### config.mk
export PLATFORM = sky130hd
export DESIGN_NAME = alu_input_sequencer
export DESIGN_NICKNAME = d
export VERILOG_FILES = /design/src/rtl/alu_input_sequencer.sv
export SDC_FILE = /design/constraint.sdc
export NUM_CORES = 1
export LEC_CHECK = 0
export ABC_AREA = 1
export CORE_ASPECT_RATIO = 0.8
export CORE_UTILIZATION = 40
export CTS_CLUSTER_DIAMETER = 80
export CTS_CLUSTER_SIZE = 28
export DETAILED_ROUTE_END_ITERATION = 6
export GPL_TIMING_DRIVEN = 1
export HOLD_SLACK_MARGIN = 0.02
export MAX_ROUTING_LAYER = met4
export PLACE_DENSITY = 0.74
export REMOVE_ABC_BUFFERS = 1
export SLEW_MARGIN = 20
export SYNTH_ARGS = -nofsm -noshare
export SYNTH_HDL_FRONTEND = slang
export SYNTH_SLANG_ARGS = --single-unit
### constraint.sdc
create_clock -name clk -period 1.3 [get_ports clk]
set_input_delay 0.26 -clock clk [delete_from_list [all_inputs] [get_ports clk]]
set_output_delay 0.26 -clock clk [all_outputs]
set_load 0.01 [all_outputs]
### src/rtl/alu_input_sequencer.sv
// alu_input_sequencer: ALU operand-path micro-sequencer, LOAD -> EXEC -> [CORR] -> WB (CORR only with DECIMAL_MODE_EN).
module alu_input_sequencer #(
  parameter int LOAD_CYCLES = 1
) (
  input  logic       clk,
  input  logic       reset,
  input  logic       start,
  input  logic [2:0] op,
  input  logic       carry_flag,
  input  logic       decimal_flag,
  output logic       busy,
  output logic       done,
  output logic       zero_add,
  output logic       sb_add,
  output logic       db_add,
  output logic       ndb_add,
  output logic       sums,
  output logic       ands,
  output logic       ors,
  output logic       eors,
  output logic       srs,
  output logic       i_addc,
  output logic       add_sb,
  output logic       daa,
  output logic       dsa
);
  localparam int LC = LOAD_CYCLES < 1 ? 1 : (LOAD_CYCLES > 4 ? 4 : LOAD_CYCLES);
  typedef struct packed {
    logic busy, done, zero_add, sb_add, db_add, ndb_add;
    logic sums, ands, ors, eors, srs, i_addc, add_sb, daa, dsa;
  } ctl_t;
`ifdef DECIMAL_MODE_EN
  typedef enum logic [2:0] {IDLE, LOAD, EXEC, CORR, WB} state_t;
`else
  typedef enum logic [2:0] {IDLE, LOAD, EXEC, WB} state_t;
`endif
  state_t     state_q;
  ctl_t       ctl_q;
  logic [1:0] cnt_q;
  logic [2:0] op_q;
  logic       c_q;
  function automatic ctl_t load_ctl(input logic [2:0] o);
    ctl_t c = '0;
    c.busy     = 1'b1;
    c.zero_add = o inside {3'd5, 3'd6, 3'd7};
    c.sb_add   = !c.zero_add;
    c.ndb_add  = o == 3'd1;
    c.db_add   = !c.ndb_add;
    return c;
  endfunction
  function automatic ctl_t exec_ctl(input logic [2:0] o, input logic cin);
    ctl_t c = '0;
    c.busy   = 1'b1;
    c.sums   = o inside {3'd0, 3'd1, 3'd6, 3'd7};
    c.ands   = o == 3'd2;
    c.ors    = o == 3'd3;
    c.eors   = o == 3'd4;
    c.srs    = o == 3'd5;
    c.i_addc = o[2:1] == 2'd0 ? cin : o == 3'd6;
    return c;
  endfunction
  function automatic ctl_t wb_ctl();
    ctl_t c = '0;
    c.busy   = 1'b1;
    c.done   = 1'b1;
    c.add_sb = 1'b1;
    return c;
  endfunction
`ifdef DECIMAL_MODE_EN
  logic d_q;
  function automatic ctl_t corr_ctl(input logic [2:0] o);
    ctl_t c = '0;
    c.busy = 1'b1;
    c.sums = 1'b1;
    c.daa  = o == 3'd0;
    c.dsa  = o == 3'd1;
    return c;
  endfunction
  always_ff @(posedge clk)
    if (reset) d_q <= 1'b0;
    else if (state_q == IDLE && start) d_q <= decimal_flag;
`else
  logic unused_decimal;
  assign unused_decimal = decimal_flag;
`endif
  always_ff @(posedge clk) begin
    if (reset) begin
      state_q <= IDLE;
      ctl_q   <= '0;
      cnt_q   <= '0;
      op_q    <= '0;
      c_q     <= 1'b0;
    end else begin
      case (state_q)
        IDLE: if (start) begin
          state_q <= LOAD;
          ctl_q   <= load_ctl(op);
          cnt_q   <= 2'(LC - 1);
          op_q    <= op;
          c_q     <= carry_flag;
        end else ctl_q <= '0;
        LOAD: if (cnt_q == 2'd0) begin
          state_q <= EXEC;
          ctl_q   <= exec_ctl(op_q, c_q);
        end else cnt_q <= cnt_q - 2'd1;
`ifdef DECIMAL_MODE_EN
        EXEC: if (d_q && op_q[2:1] == 2'd0) begin
          state_q <= CORR;
          ctl_q   <= corr_ctl(op_q);
        end else begin
          state_q <= WB;
          ctl_q   <= wb_ctl();
        end
        CORR: begin
          state_q <= WB;
          ctl_q   <= wb_ctl();
        end
`else
        EXEC: begin
          state_q <= WB;
          ctl_q   <= wb_ctl();
        end
`endif
        default: begin
          state_q <= IDLE;
          ctl_q   <= '0;
        end
      endcase
    end
  end
  assign busy     = ctl_q.busy;
  assign done     = ctl_q.done;
  assign zero_add = ctl_q.zero_add;
  assign sb_add   = ctl_q.sb_add;
  assign db_add   = ctl_q.db_add;
  assign ndb_add  = ctl_q.ndb_add;
  assign sums     = ctl_q.sums;
  assign ands     = ctl_q.ands;
  assign ors      = ctl_q.ors;
  assign eors     = ctl_q.eors;
  assign srs      = ctl_q.srs;
  assign i_addc   = ctl_q.i_addc;
  assign add_sb   = ctl_q.add_sb;
  assign daa      = ctl_q.daa;
  assign dsa      = ctl_q.dsa;
endmodule
==> Yosys cells after proc, flatten, opt, wreduce, memory -nomap -nowiden <==
Index checks and enable logic that the tools add are counted.
{ "word_totals": {"register_bits": 24, "output_inout_bits": 15, "elab_cells": 58} }
{ "classes": {"n_addsub": 1, "eq_ne": 16, "mux": 10, "reduce_logical": 12} }
{ "ops": {"columns": ["cell", "n"], "rows": [
  ["$pmux 15 s3", 1],
  ["$mux 15", 2],
  ["$eq 3x3->1 const B", 7],
  ["$eq 3x1->1 const B", 3],
  ["$eq 3x2->1 const B", 3],
  ["$pmux 3 s3", 1],
  ["$logic_not 3->1", 2],
  ["$mux 3", 2],
  ["$ne 2x2->1 const B", 3],
  ["$logic_not 2->1", 2],
  ["$mux 2", 2],
  ["$pmux 2 s2", 1],
  ["$reduce_and 2->1", 2],
  ["$reduce_bool 4->1", 1],
  ["$reduce_and 3->1", 1],
  ["$reduce_bool 3->1", 1],
  ["$logic_not 1->1", 2],
  ["$reduce_bool 2->1", 1],
  ["$sub 2x1->2 const B", 1],
  ["$mux 1", 1]
]} }

==> Longest topological paths before layout <==
Gate-level depths: netlist of the first run.
{ "logic_depth": {"depth_word": 5, "mapped_depth": 8} }

==> Worst setup path after synthesis of the first run <==
No wires, ideal clock.
{ "synth_timing": {"path_type": "register to register", "start": "register state_q[1]", "end": "register state_q[0]", "setup_ns": 0.118, "arrival_time_ns": 1.048, "t_required_ns": 1.182, "slack_ns": 0.134, "stages_incl_launch_ff": 8, "path_buffers": 1, "path_cell_list": "dfxtp_1 inv_1 ha_1 nand2_1 buf_4 nand2_1 o21ai_1 a21oi_1"} }
{ "synth_via": {"elab_chain_cells": 3} }
{ "synth_lines": {"columns": ["element", "line", "text"], "rows": [
  ["from (decl)", "37", "state_t state_q;"],
  ["from (signal assigned)", "88", "state_q <= IDLE;"],
  ["from (signal assigned)", "96", "state_q <= LOAD;"],
  ["from (signal assigned)", "103", "state_q <= EXEC;"],
  ["$eq 3x1->1 or $logic_not 3->1 (tied branches)", "94", "case (state_q)"],
  ["$ne 2x2->1 (no line)", null, null],
  ["$reduce_and 2->1 (no line)", null, null]
]} }
Parallel ways exist; a longest one is shown, timed or not.
A chain may end at the register's enable or synchronous reset.

==> Final worst setup path of the first run <==
{ "layout_timing": {"start": "register state_q[1]", "end": "register ctl_q (netlist bit eors)"} }
{ "layout_via": {"elab_chain_cells": 2} }
{ "layout_lines": {"columns": ["element", "line", "text"], "rows": [
  ["$eq 3x2->1 (tied with other cells)", "94", null],
  ["$pmux 15 s3 or $ne 2x2->1 (tied branches)", null, null],
  ["to (signal assigned)", "97", "ctl_q <= load_ctl(op);"],
  ["to (signal assigned)", "104", "ctl_q <= exec_ctl(op_q, c_q);"],
  ["to (signal assigned)", "121", "ctl_q <= wb_ctl();"],
  ["to (decl)", "38", "ctl_t ctl_q;"]
]} }
Parallel ways exist; a longest one is shown, timed or not.

==> results of run 1 <==
-- power breakdown --
group | switching, W | total (W) | internal (W)
sequential | 0.0000938 | 0.000858 | 0.000764
clock | 0.000193 | 0.000364 | 0.000171
combinational | 0.000581 | 0.000995 | 0.000414
-- per-layer routing --
metal,track usage,share of wire,vias to the layer above
li1,-,-,459
met1,0.187,0.48,381
met2,0.264,0.46,24
met3,0.0426,0.046,2
met4,0.0439,0.0073,0
met5,-,0,-
-- worst reg2reg max path, delay by kind of cell (launching register included) --
family	cells	cell delay (ps)
AND/OR/NAND/NOR	2	270
adder cells (fa/ha/maj)	1	200
buffers and inverters	2	230
AO/OA/AOI/OAI	1	140
flip-flops	1	330
-- cell type report --
type | instances | area share
clock buffers | 4 | 0.0295
inverters | 17 | 0.0539
repair buffers | 24 | 0.172
flip-flops and latches | 20 | 0.327
well taps | 25 | 0.0254
multi-input cells | 86 | 0.393
-- cells in the final DEF, fill, tap and decap left out, types with 2 or more instances in the layout --
master | netlist | final
a21oi_1 | 19 | 18
buf_4 | 5 | 5
clkbuf_4 | 0 | 3
clkdlybuf4s50_1 | 0 | 6
conb_1 | 1 | 2
dfxtp_1 | 20 | 19
dlygate4sd2_1 | 0 | 13
ha_2 | 0 | 3
inv_1 | 17 | 14
inv_2 | 0 | 2
nand2_1 | 22 | 21
nand2_4 | 0 | 2
nand3_1 | 7 | 7
nand4_1 | 4 | 4
nor2_1 | 10 | 10
o21ai_0 | 10 | 10
o21ai_1 | 2 | 2
-- how the worst max path moves through the flow --
stage / start / to / slack (ps)
global route: state_q[1]$_SDFFE_PP0P_ / eors$_SDFFE_PP0P_ / -6
floorplan: state_q[1]$_SDFFE_PP0P_ / state_q[1]$_SDFFE_PP0P_ / 50
global placement: start / ndb_add$_SDFFE_PP0P_ / -30
detailed placement: start / zero_add$_SDFFE_PP0P_ / -30
CTS: cnt_q[0]$_SDFFE_PP0P_ / srs$_SDFFE_PP0P_ / 10
finish: state_q[1]$_SDFFE_PP0P_ / eors$_SDFFE_PP0P_ / 90
-- through the flow --
stage	cell area, sq um	hold WS (ps)
after floorplan	906	329
after global placement	1160	455
after detailed placement	1160	457
after CTS	1180	472
after global routing	1230	491
final	1230	469
-- synth_stat cells --
library cell	number	share of area
nand2_1	22	0.087
dfxtp_1	20	0.42
a21oi_1	19	0.10
inv_1	17	0.068
nor2_1	10	0.040
o21ai_0	10	0.053
nand3_1	7	0.037
buf_4	5	0.040
ha_1	5	0.066
nand4_1	4	0.026
o21ai_1	2	0.011
buf_2	1	0.0053
conb_1	1	0.0040
nand2_2	1	0.0066
nand3_2	1	0.011
nor2_2	1	0.0066
nor3_1	1	0.0053
xnor2_1	1	0.0093
-- timing repair --
item                       in CTS  in global routing
setup buffers                   0                  0
resized for setup              14                 14
hold endpoints to repair        0                  0
setup endpoints to repair      21                 17
-- cells by family after synthesis --
logic type	count (synthesis)
other	1
and+or+nand+nor	47
DFF	20
buffers and inverters	23
AOI/OAI and AO/OA	31
xor gates and xnor gates	1
adders and majority gates	5
-- sequential cells by signal (all words and copies together), names as in the netlist --
signal,flops
op_q,3
cnt_q,2
state_q,2
ands,1
busy,1
c_q,1
db_add,1
done,1
eors,1
i_addc,1
ndb_add,1
ors,1
sb_add,1
srs,1
sums,1
zero_add,1
==> summary.log, run 1 <==
INFO  status         status=complete, no violations
INFO  yosys          largest_family_of_logic_cells_by_synthesized_area=simple AND/OR/NAND/NOR gates
INFO  min_path       min_delay_worst_endpoint=i_addc$_SDFFE_PP0P_
INFO  sta            timing.setup.tns=0ps
INFO  route          detail-route-antenna-nets=0
INFO  critical_path  cp.arrival=1450ps
INFO  floorplan      placementRows=15
INFO  finish         diodes=0
INFO  critical_path  reg2reg_to=eors$_SDFFE_PP0P_
INFO  finish         area_used_by_multi_input_combinational_logic=483squm
INFO  finish         layout-area-overhead-vs-synth=30.2%
INFO  route          routed_wirelength=1910um
INFO  cts            cts_htree_levels=1
INFO  yosys          ys.warnings.count=0
INFO  sta            layout_min_cycle_time=1210ps
INFO  min_path       hold_path_class=reg -> reg
INFO  finish         finish.cell_count_without_fillers=176
INFO  yosys          synth_simple_gate_area_frac=0.220
INFO  sta            worst_clock_skew=1.65ps
INFO  sta            hold_vio_cnt_final=0
INFO  route          dr.pass1.iters=4
INFO  yosys          synthXorXnorAreaFrac=0.00927
INFO  floorplan      coreArea=2200squm
INFO  critical_path  critical-path-top-delay-family=flip-flops
INFO  floorplan      die_width=56.3um
INFO  floorplan      io_pins=23
INFO  placed_design  place_congestion=0.805
INFO  yosys          ys_seq_elements=20
INFO  yosys          synthesized_area_fraction_occupied_by_adder_cells=0.0662
INFO  power          p_total=0.00222W
INFO  global_route   antenna_violations_before_repair=0
INFO  cts            clock_tree.root_cell=clkbuf_4
INFO  critical_path  critPathCaptureType=register
INFO  cts            numCtsBuffers=3
INFO  placed_design  post-place-ws=-33.3ps
INFO  critical_path  timing.critical_path.from_type=register
INFO  global_route   pin_count_of_the_biggest_net_entering_global_routing=13
INFO  min_path       timing.hold.worst_path_depth=2
INFO  critical_path  worst-r2r-cell-count=6
INFO  critical_path  data_required_time_at_the_worst_endpoint=1540ps
INFO  route          post_drt_wl_per_cell=10.9um
INFO  critical_path  max_stage_delay=330ps
INFO  critical_path  cell_repeated_most_along_the_worst_path=inv_1
INFO  cts            worst_setup_hold_path_clk_slew=110ps
INFO  route          detailroute.via_count=866
INFO  global_route   global_route_wire_length_before_repair=2980um
INFO  placed_design  dp_hpwl=1410um
INFO  cts            tritoncts=yes
INFO  yosys          synth-compound-area-share=0.164
INFO  cts            ctsHoldBuffers=0
INFO  power          cellLeakagePower=0.586nW
INFO  cts            clock_latency=300ps
INFO  yosys          cell_variety_after_synth=18
INFO  critical_path  slowest_stage=dfxtp_1
INFO  sta            timing.final.crit_share=0.932
INFO  critical_path  rrSetupSlack=90ps
INFO  yosys          synth_mux_area_frac=0
INFO  yosys          syn_area=945squm
INFO  finish         final_net_count=165
INFO  floorplan      chipHeight=45.5um
INFO  sta            drv_slew=0
INFO  route          remaining_design_rule_violation_count=0
INFO  run            timing.max_cap.violations=0
INFO  finish         postLayoutCoreUtil=0.560
INFO  critical_path  critical_path.n_buffers_inverters=2
INFO  global_route   globalRoute.totalOverflow=0
INFO  critical_path  critical_path.reg2reg.startpoint=state_q[1]$_SDFFE_PP0P_
INFO  finish         sequential_area=402squm
INFO  critical_path  cp_num_cells=6
INFO  route          viasPerCell=4.92
INFO  sta            setup_violations=0
INFO  cts            clock_path_buffers=2
INFO  route          drt_initial_violations=28
INFO  yosys          synth_sequential_area_ratio=0.424
INFO  placed_design  dpl.cell_count=172
INFO  critical_path  worst-setup-path-type=reg -> reg
INFO  power          p_per_area=1800nW/um^2
INFO  critical_path  worstPathCellList=inv_1 -> ha_4 -> inv_1 -> nor2_2 -> nand4_1 -> a21oi_1
INFO  sta            post-route-worst-setup-slack=88.0ps
INFO  floorplan      die_footprint=2560squm
INFO  placed_design  port_buffers=19
INFO  yosys          syn-mean-instance-area=7.38squm
INFO  finish         num-fill-cells=213
INFO  global_route   via_count_of_the_first_global_routing_pass=713
INFO  finish         drive_above_1_share=0.152
INFO  min_path       worstHoldStart=i_addc$_SDFFE_PP0P_
INFO  yosys          count_of_mapped_cells_out_of_synthesis=128
INFO  floorplan      start_util=0.430
INFO  sta            clock.fmax=825MHz
INFO  power          worst_ir_drop_vdd=0.959mV
INFO  global_route   track_usage=0.156
INFO  cts            clock_sinks=20
INFO  critical_path  crit_path_max_fanout=5
Note: power is estimated with default switching activity, not from simulation.
==> run 2: changes to the inputs <==
- CTS_CLUSTER_DIAMETER: 80 -> unset
- SKIP_LAST_GASP: unset -> 1
==> run 2 against run 1 <==
Against the previous run:
- sequential cell count did not move
- first-iteration DRC count down 14%
- global-route usage unchanged
==> summary.log, run 2 (synthesis results as in run 1) <==
INFO  route          detail-route-antenna-nets=0
INFO  finish         num-fill-cells=214
INFO  sta            hold_vio_cnt_final=0
INFO  power          portion_of_total_power_attributed_to_the_clock_network=0.165
INFO  placed_design  place_congestion=0.805
INFO  power          power_switching=0.000855W
INFO  critical_path  critical_path.reg2reg.startpoint=cnt_q[0]$_SDFFE_PP0P_
INFO  finish         largest_register_ffs=3
INFO  critical_path  worst_setup_path_endpoint=srs$_SDFFE_PP0P_
INFO  floorplan      die_footprint=2560squm
INFO  global_route   pin_count_of_the_biggest_net_entering_global_routing=13
INFO  global_route   globalRoute.totalOverflow=0
INFO  finish         postLayoutCoreUtil=0.557
INFO  floorplan      coreArea=2200squm
INFO  placed_design  port_buffers=19
INFO  finish         sequential_area=402squm
INFO  power          combPwrFrac=0.444
INFO  finish         layout.cells.most_common_list=nand2_1 (21), dfxtp_1 (19), a21oi_1 (18)
INFO  route          remaining_design_rule_violation_count=0
INFO  critical_path  data_required_time_at_the_worst_endpoint=1500ps
INFO  sta            post-route-worst-setup-slack=93.0ps
INFO  critical_path  worst-setup-path-type=reg -> reg
INFO  critical_path  critical_path.n_buffers_inverters=3
INFO  cts            worst_setup_hold_path_clk_slew=110ps
INFO  power          pwr-share-seq=0.390
INFO  finish         regMostFlops=op_q
INFO  status         status=complete, no violations
INFO  sta            rsz0062_at_grt=true
INFO  finish         area_used_by_multi_input_combinational_logic=478squm
INFO  power          power_report.internal_total=0.00134W
INFO  finish         diodes=0
INFO  cts            ctsHoldBuffers=0
INFO  global_route   track_usage=0.156
INFO  route          viasPerCell=5.02
INFO  critical_path  worst-r2r-cell-count=7
INFO  global_route   antenna_violations_before_repair=0
INFO  critical_path  critical-path-top-delay-family=flip-flops
INFO  cts            clock_latency=300ps
INFO  sta            timing.final.crit_share=0.928
INFO  route          post_drt_wl_per_cell=10.9um
INFO  route          drt_initial_violations=24
INFO  route          routed_wirelength=1910um
INFO  critical_path  timing.critical_path.from_type=register
INFO  critical_path  crit_path_max_fanout=7
INFO  cts            tritoncts=yes
INFO  power          swShare=0.390
INFO  sta            setup_violations=0
INFO  floorplan      start_util=0.430
INFO  critical_path  critPathCaptureType=register
INFO  power          p_total=0.00219W
INFO  floorplan      chipHeight=45.5um
INFO  finish         finalInstanceArea=1220squm
INFO  placed_design  dpl-instance-area=1160squm
INFO  placed_design  dp_hpwl=1410um
INFO  critical_path  slowest_stage=dfxtp_1
INFO  cts            clock_tree.root_cell=clkbuf_4
INFO  sta            layout_min_cycle_time=1210ps
INFO  placed_design  post-place-ws=-33.3ps
INFO  run            timing.max_cap.violations=0
INFO  global_route   via_count_of_the_first_global_routing_pass=713
INFO  floorplan      placementRows=15
INFO  critical_path  cp.arrival=1410ps
INFO  finish         final_net_count=165
INFO  sta            timing.setup.tns=0ps
INFO  route          dr.pass1.iters=4
INFO  cts            numCtsBuffers=3
INFO  critical_path  reg2reg_to=srs$_SDFFE_PP0P_
INFO  sta            drv_slew=0
INFO  min_path       hold_path_class=reg -> reg
INFO  finish         layout-area-overhead-vs-synth=29.4%
INFO  critical_path  max_stage_delay=320ps
INFO  floorplan      die_width=56.3um
INFO  global_route   global_route_wire_length_before_repair=2980um
INFO  critical_path  startpoint=cnt_q[0]$_SDFFE_PP0P_
INFO  cts            cts_htree_levels=1
INFO  critical_path  rrSetupSlack=90ps
INFO  critical_path  cp_num_cells=7
INFO  route          detailroute.via_count=883
INFO  cts            clock_sinks=20
INFO  power          p_per_area=1790nW/um^2
INFO  power          cellLeakagePower=0.577nW
INFO  finish         reg_top3=op_q: 3 flops, cnt_q: 2 flops, state_q: 2 flops
INFO  floorplan      io_pins=23
INFO  sta            clock.fmax=828MHz
INFO  sta            worst_clock_skew=2.55ps
INFO  cts            clock_path_buffers=2
INFO  power          worst_ir_drop_vdd=0.957mV
INFO  finish         final_common_cell=nand2_1
INFO  finish         drive_above_1_share=0.152
INFO  critical_path  worstPathCellList=inv_1 -> ha_2 -> inv_2 -> nand2_2 -> buf_4 -> o21ai_0 -> a21oi_1
## run 2: changes by cell type in the layout (fill, tap and decap cells not counted)
cell and delta:
inv_4 -1, nand2_2 +1, nand2_4 -1, inv_2 +1
## run 2: worst min-delay path by stage
stage | from | end | slack (ps) | depth (start not counted)
2_1_floorplan | reset | ands$_SDFFE_PP0P_ | 330 | 1
3_3_place_gp | db_add$_SDFFE_PP0P_ | db_add$_SDFFE_PP0P_ | 450 | 2
6_report | sb_add$_SDFFE_PP0P_ | sb_add$_SDFFE_PP0P_ | 470 | 2
4_1_cts | db_add$_SDFFE_PP0P_ | db_add$_SDFFE_PP0P_ | 470 | 2
5_1_grt | i_addc$_SDFFE_PP0P_ | i_addc$_SDFFE_PP0P_ | 490 | 2
3_5_place_dp | db_add$_SDFFE_PP0P_ | db_add$_SDFFE_PP0P_ | 460 | 2
## run 2: what timing repair did
action	4_1_cts	5_1_grt
endpoints found under the setup margin	21	17
gates resized for setup	14	12
setup buffers	0	0
## run 2: stage by stage
stage               std cells  hold WS [ps]
floorplan                 123           329
global placement          172           455
detailed placement        172           457
CTS                       176           472
global route              176           491
finish                    176           470
## run 2: layout make-up
| class | instances | area share |
|---|---|---|
| Sequential cell | 20 | 0.329 |
| Inverter | 17 | 0.0522 |
| Tap cell | 25 | 0.0256 |
| Clock buffer | 4 | 0.0297 |
| Timing Repair Buffer | 24 | 0.173 |
| Multi-Input combinational cell | 86 | 0.391 |
## run 2: worst min-delay path: cells and delay by family (launching register included)
| kind | cells | cell delay [ps] |
|---|---|---|
| simple gates | 1 | 60 |
| flops | 1 | 320 |
| compound gates | 1 | 50 |
## run 2: metal layers
metal | GRT usage | vias to the layer above | wire (um)
li1 | - | 457 | -
met1 | 0.187 | 404 | 925
met2 | 0.264 | 20 | 887
met3 | 0.0426 | 2 | 84
met4 | 0.0439 | 0 | 14
met5 | - | - | 0
## run 2: power by group through the flow
stage / clock, W / combinational (W) / sequential, W
2_1_floorplan: 0 / 0.000554 / 0.000894
5_1_grt: 0.000396 / 0.00109 / 0.000874
4_1_cts: 0.000378 / 0.000898 / 0.000848
3_3_place_gp: 0 / 0.000919 / 0.000857
3_5_place_dp: 0 / 0.000945 / 0.000863
6_report: 0.000363 / 0.000974 / 0.000857
